--- config.mk ---
export PLATFORM = sky130hd
export DESIGN_NAME = byte_serial_tx
export DESIGN_NICKNAME = d
export VERILOG_FILES = /design/src/rtl/byte_serial_pkg.sv /design/src/rtl/byte_serial_tx_sync_fifo.sv /design/src/rtl/byte_serial_tx.sv
export SDC_FILE = /design/constraint.sdc
export NUM_CORES = 1
export LEC_CHECK = 0
export BUFFER_PORTS_ARGS = -buffer_cell sky130_fd_sc_hd__buf_2
export CAP_MARGIN = 10
export CORE_AREA = 5 5 289 178
export DETAILED_ROUTE_END_ITERATION = 16
export DIE_AREA = 0 0 294 183
export SKIP_LAST_GASP = 1
export SLEW_MARGIN = 10
export SYNTH_ARGS = -nofsm -noshare
export SYNTH_HDL_FRONTEND = slang
export SYNTH_SLANG_ARGS = --single-unit
--- constraint.sdc ---
create_clock -name clk -period 3.16 [get_ports clk]
set_clock_uncertainty 0.2 [all_clocks]
set_input_delay 0 -clock clk [delete_from_list [all_inputs] [get_ports clk]]
set_output_delay 0 -clock clk [all_outputs]
set_load 0.05 [all_outputs]
--- src/rtl/byte_serial_pkg.sv ---
// Shared types and constants for the byte-serial transmitter.
// Optional parity support is selected with BYTE_SERIAL_TX_PARITY_EN.
package byte_serial_pkg;

  // Transmit FSM states. PARITY is only reached when parity is compiled in.
  typedef enum logic [2:0] {
    IDLE   = 3'd0,
    START  = 3'd1,
    DATA   = 3'd2,
    PARITY = 3'd3,
    STOP   = 3'd4
  } tx_state_t;

  // Serial line levels
  localparam logic TX_IDLE_LEVEL  = 1'b1;
  localparam logic TX_START_LEVEL = 1'b0;

  // Even parity over one data byte: the bit that makes the total count of ones even
  function automatic logic even_parity(input logic [7:0] b);
    return ^b;
  endfunction

endpackage

--- src/rtl/byte_serial_tx_sync_fifo.sv ---
// Synchronous FIFO with registered storage and a combinational head output.
// The caller guarantees push only when not full (or when popping in the same
// cycle) and pop only when not empty.
module sync_fifo
  import byte_serial_pkg::*;
#(
  parameter int WIDTH = 8,
  parameter int DEPTH = 32
) (
  input  logic                     clk,
  input  logic                     reset,
  input  logic                     push,
  input  logic                     pop,
  input  logic [WIDTH-1:0]         din,
  output logic [WIDTH-1:0]         dout,
  output logic                     full,
  output logic                     empty,
  output logic [$clog2(DEPTH):0]   count
);

  localparam int AW = $clog2(DEPTH);

  logic [WIDTH-1:0] mem [DEPTH];
  logic [AW-1:0]    wr_ptr;
  logic [AW-1:0]    rd_ptr;

  // Storage write; no reset needed, validity is tracked by count
  always_ff @(posedge clk) begin
    if (push) mem[wr_ptr] <= din;
  end

  // Pointer and occupancy update; pointers wrap naturally at DEPTH
  always_ff @(posedge clk) begin
    if (!reset) begin
      wr_ptr <= '0;
      rd_ptr <= '0;
      count  <= '0;
    end else begin
      if (push) wr_ptr <= wr_ptr + 1'b1;
      if (pop)  rd_ptr <= rd_ptr + 1'b1;
      count <= count + (AW+1)'(push) - (AW+1)'(pop);
    end
  end

  assign dout  = mem[rd_ptr];
  assign full  = (count == (AW+1)'(DEPTH));
  assign empty = (count == '0);

endmodule

--- src/rtl/byte_serial_tx.sv ---
// Byte-serial UART-style transmitter fed by upstream byte bursts.
// Bytes are queued in a FIFO and sent LSB-first as start/8 data/stop frames.
// Define BYTE_SERIAL_TX_PARITY_EN to insert an even-parity bit before stop.
module byte_serial_tx
  import byte_serial_pkg::*;
#(
  parameter int DEPTH        = 32,
  parameter int BURST_MAX    = 16,
  parameter int CLKS_PER_BIT = 4
) (
  input  logic       clk,
  input  logic       reset,
  input  logic [7:0] Din,
  input  logic       i_valid,
  output logic       busy,
  output logic       tx,
  output logic       tx_active,
  output logic       overflow
);

  localparam int AW = $clog2(DEPTH);
  localparam int BW = $clog2(CLKS_PER_BIT);

  localparam logic [2:0] S_IDLE  = IDLE;
  localparam logic [2:0] S_START = START;
  localparam logic [2:0] S_DATA  = DATA;
  localparam logic [2:0] S_STOP  = STOP;

  logic [2:0]    state;
  logic [BW-1:0] baud;
  logic [2:0]    bitcnt;
  logic [7:0]    shift;
  logic          baud_wrap;
  logic          push;
  logic          pop;
  logic          line_level;
  logic [7:0]    head;
  logic          full;
  logic          empty;
  logic [AW:0]   count;
  logic [AW:0]   nxt_count;
`ifdef BYTE_SERIAL_TX_PARITY_EN
  logic          par;
`endif

  sync_fifo #(
    .WIDTH (8),
    .DEPTH (DEPTH)
  ) u_fifo (
    .clk   (clk),
    .reset (reset),
    .push  (push),
    .pop   (pop),
    .din   (Din),
    .dout  (head),
    .full  (full),
    .empty (empty),
    .count (count)
  );

  assign baud_wrap = (baud == BW'(CLKS_PER_BIT - 1));

  // Fetch a new byte when idle, or at the very end of a stop bit so frames
  // run back-to-back without an idle gap.
  assign pop = !empty && ((state == S_IDLE) || ((state == S_STOP) && baud_wrap));

  // A full FIFO still accepts a byte if the head leaves in the same cycle
  assign push = i_valid && (!full || pop);

  assign nxt_count = count + (AW+1)'(push) - (AW+1)'(pop);

  // Level the current state wants on the line; registered into tx below
  always_comb begin
    line_level = TX_IDLE_LEVEL;
    case (state)
      S_START: line_level = TX_START_LEVEL;
      S_DATA:  line_level = shift[0];
`ifdef BYTE_SERIAL_TX_PARITY_EN
      PARITY:  line_level = par;
`endif
      default: line_level = TX_IDLE_LEVEL;
    endcase
  end

  // Frame sequencer: state, baud counter, bit counter and shift register
  always_ff @(posedge clk) begin
    if (!reset) begin
      state  <= S_IDLE;
      baud   <= '0;
      bitcnt <= '0;
      shift  <= '0;
`ifdef BYTE_SERIAL_TX_PARITY_EN
      par    <= 1'b0;
`endif
    end else if (state == S_IDLE) begin
      baud   <= '0;
      bitcnt <= '0;
      if (pop) begin
        shift <= head;
`ifdef BYTE_SERIAL_TX_PARITY_EN
        par   <= even_parity(head);
`endif
        state <= S_START;
      end
    end else if (!baud_wrap) begin
      baud <= baud + 1'b1;
    end else begin
      baud <= '0;
      case (state)
        S_START: begin
          bitcnt <= '0;
          state  <= S_DATA;
        end
        S_DATA: begin
          shift  <= shift >> 1;
          bitcnt <= bitcnt + 1'b1;
          if (bitcnt == 3'd7) begin
`ifdef BYTE_SERIAL_TX_PARITY_EN
            state <= PARITY;
`else
            state <= S_STOP;
`endif
          end
        end
`ifdef BYTE_SERIAL_TX_PARITY_EN
        PARITY: state <= S_STOP;
`endif
        S_STOP: begin
          if (pop) begin
            shift <= head;
`ifdef BYTE_SERIAL_TX_PARITY_EN
            par   <= even_parity(head);
`endif
            state <= S_START;
          end else begin
            state <= S_IDLE;
          end
        end
        default: state <= S_IDLE;
      endcase
    end
  end

  // Registered line outputs; they trail the state by one cycle
  always_ff @(posedge clk) begin
    if (!reset) begin
      tx        <= TX_IDLE_LEVEL;
      tx_active <= 1'b0;
    end else begin
      tx        <= line_level;
      tx_active <= (state != S_IDLE);
    end
  end

  // Back-pressure from the post-update count, plus sticky drop flag
  always_ff @(posedge clk) begin
    if (!reset) begin
      busy     <= 1'b1;
      overflow <= 1'b0;
    end else begin
      busy     <= (nxt_count > (AW+1)'(DEPTH - BURST_MAX));
      overflow <= overflow | (i_valid && !push);
    end
  end

endmodule

==> results.py <==
metrics = {
    "run_status": {
        "status": "finished clean",
    },
    "synth": {
        "ys_dominant_reg_cell": "edfxtp_1",
        "avgSynthCellArea_um2": 18.20,
        "synth_edf_count": 256,
        "synth_area_leader_cell": "edfxtp_1",
        "synth-seq-cells": 297,
        "yosys_warnings": 0,
        "syn-cell-area_um2": 11940,
        "ys_types": 50,
        "ys_top_cells_by_area": "edfxtp_1, mux4_2, dfxtp_1",
        "syn_nets": 685,
        "async_flop_share_pct": 0,
        "synthCells": 656,
        "ys_seq_area_share_pct": 71.28,
        "yosysTopAreaCellShare_pct": 64.40,
    },
    "sta": {
        "fin_tns_setup_ps": 0,
        "worst_pin_slew_ps": 787.4,
        "period_needed_ps": 2937,
        "rsz0062_at_grt": "no",
        "maxSlewHeadroom_pct": 47.51,
        "fmax_ghz": 0.3405,
        "slew_viol_final": 0,
        "hold_viol": 0,
        "finalSetupViolCount": 0,
        "final_min_period_over_clock_period_pct": 92.94,
    },
    "place": {
        "numPortBuffers": 14,
        "place_congestion": 0.8159,
        "dp_cells": 1347,
        "dp_hpwl_mm": 18.16,
    },
    "setup_path": {
        "cp_common_cell": "ha_1",
        "slowest_stage": "dfxtp_1",
        "slowest_delay_ps": 340,
        "critPathKind": "register to register",
        "path_max_fanout": 2,
        "path_depth": 13,
        "required_ps": 3380,
        "crit_chain": "inv_1, ha_1, nor3b_1, a211o_1, inv_2, ha_1, inv_1, ha_1, a21o_1, a21oi_1, xor2_1, o41ai_1, nand3_1",
        "rr_startpoint": "u_fifo.count[2]",
        "end_kind": "register",
        "r2r_end": "busy",
        "worstSetupStartpoint": "u_fifo.count[2]",
        "arrival_ps": 3160,
        "critPathCapture": "busy",
        "crit_buf_inv": 3,
        "start_kind": "register",
        "reg2reg_depth": 13,
        "critPathTopFamily": "compound AO/OA/AOI/OAI gates",
        "regToRegSetupSlack_ps": 220,
    },
    "routing": {
        "first_pass_iters": 5,
        "wire_per_inst_um": 19.30,
        "via_count": 6268,
        "drtIter0Drc": 731,
        "drc_errors": 0,
        "final_antenna_net_count": 0,
        "vias_per_cell": 4.442,
        "drt-total-wl_mm": 27.23,
    },
    "cts": {
        "cts_tree": "done",
        "cts_buffer_depth": 3,
        "post_cts_buffers": 0,
        "insertion_delay_ps": 550,
        "clockRootBuffer": "clkbuf_16",
        "cts-htree-levels": 1,
        "clock-sinks": 297,
        "cts_hold_repair.buffers": 11,
        "cts.reportedPaths.clkPinSlew_ps": 60,
        "numCtsBuffers": 28,
        "ctsResizeCount": 0,
    },
    "floorplanning": {
        "initial_core_util_pct": 24.54,
        "rows": 63,
        "die_y_um": 183,
        "core_um2": 48640,
        "io_pins": 15,
        "dieArea_um2": 53800,
        "die_w_um": 294,
    },
    "finish": {
        "synthToLayoutAreaGrowth_pct": 19.27,
        "fin_nets": 767,
        "layout_common_cells": "edfxtp_1, nor2_1, buf_4",
        "final_common_cell": "edfxtp_1",
        "multi_input_area_um2": 3181,
        "layout.cells.non_filler": 1411,
        "fillers": 4752,
        "regArea_um2": 8513,
        "drive_gt1_share_pct": 23.82,
        "fin_util_pct": 29.27,
    },
    "flow_run": {
        "maxCapViolCount": 0,
    },
    "grt": {
        "use_met3_pct": 2.566,
        "first_global_vias": 6269,
        "grt_max_degree": 33,
        "track_usage_pct": 9.977,
        "overflow": 0,
        "grt_pass1_wl_mm": 41.01,
        "antenna_found_initial": 1,
        "grt_util_met1_pct": 16.35,
        "grt_use_met2_pct": 13.23,
        "busiest_layer": "met1",
    },
    "power": {
        "combPwrFrac_pct": 20.8,
        "p_seq_share_pct": 44.4,
        "total_power_uw": 10330,
        "p_per_area_nw_per_um2": 725.9,
        "switchingPower_uw": 2740,
        "irDropWorstVdd_uv": 437.8,
        "switching_share_pct": 26.51,
        "power_frac_clock_pct": 34.8,
        "intPower_uw": 7595,
        "leakage_uw": 0.004668,
    },
    "min_path": {
        "worstHoldPathType": "register to register",
    },
}
-- area by class of cell --
cell class,instances,share of cell area (%)
flip-flops and latches,297,59.80
multi-input cells,309,22.34
well taps,650,5.713
clock buffers,36,5.493
repair buffers,86,4.746
clock inverters,16,1.468
inverters,16,0.4219
diodes,1,0.01758
-- worst register-to-register path: stages, from the launching register on --
cell	delay, ps
dfxtp_1	340
inv_1	70
ha_1	200
nor3b_1	140
a211o_1	330
inv_2	70
ha_1	130
inv_1	60
ha_1	280
a21o_1	190
a21oi_1	210
xor2_1	110
o41ai_1	340
nand3_1	130
-- how the worst min path moves through the flow --
| stage | to | start | slack [ps] | cells past startpoint |
|---|---|---|---|---|
| global route | busy | reset | 260 | 4 |
| global placement | overflow | i_valid | 180 | 3 |
| detailed placement | overflow | i_valid | 170 | 3 |
| finish | baud[0] | baud[0] | 240 | 1 |
| CTS | busy | reset | 230 | 4 |
| floorplan | u_fifo.mem[0][0] | Din[0] | -100 | 0 |
-- state kept, by name (all words and copies together), names as in the netlist, 2 cells and up, named ones only --
| name | cells |
|---|---|
| baud | 2 |
| bitcnt | 3 |
| shift | 8 |
| state | 3 |
| u_fifo.count | 6 |
| u_fifo.mem | 256 |
| u_fifo.rd_ptr | 5 |
| u_fifo.wr_ptr | 5 |
-- logic make-up (layout without fill, tap and decap cells) --
logic type      after synthesis  in the layout  synth area share, %
compound gates               66             66                3.784
flops                       297            297                71.28
other cells                   0              1                    0
xor+xnor                     11             11               0.8072
buf+inv                      50            154                2.075
fa+ha+maj                    18             18                1.950
simple gates                135            135                5.335
mux                          79             79                14.77
-- per-stage QoR --
step | hold slack, ps | setup WS [ps] | instance area (um2)
after floorplan | -101.1 | 320.1 | 11940
after global placement | 176.6 | 396.5 | 13130
after detailed placement | 172.1 | 284.1 | 13130
after CTS | 225.8 | 242.9 | 14230
after global routing | 260.8 | 76.63 | 14230
final | 240.2 | 223.2 | 14240
-- power by group through the flow --
stage	registers, uW	clock network [uW]	logic, uW
final	4580	3600	2150
after CTS	4590	3670	2170
after global routing	4600	3850	2330
after global placement	4660	0	2110
after detailed placement	4670	0	2150
after floorplan	4600	0	1520
-- per-layer routing --
metal,share of wire (%),up-vias
li1,-,2780
met1,50,3241
met2,40,218
met3,8.7,29
met4,1.3,0
met5,0,-
-- synth_stat cells, types with 3 or more instances --
master and n:
edfxtp_1 256, nor2_1 59, mux4_2 53, dfxtp_1 41, clkbuf_1 21, mux4_1 19, nand2_1 18, ha_1 17
a21oi_1 15, inv_1 15, nand3_1 13, nor2b_1 9, o21ai_0 9, xor2_1 9, and2_1 7, and3_1 7
buf_2 7, mux2i_1 7, nor3_1 7, a211o_1 6, a21boi_0 6, a221oi_1 5, a22oi_1 5, o21a_1 4
a211oi_1 3, nand2b_1 3, or3_1 3
(Power assumes the default switching activity.)
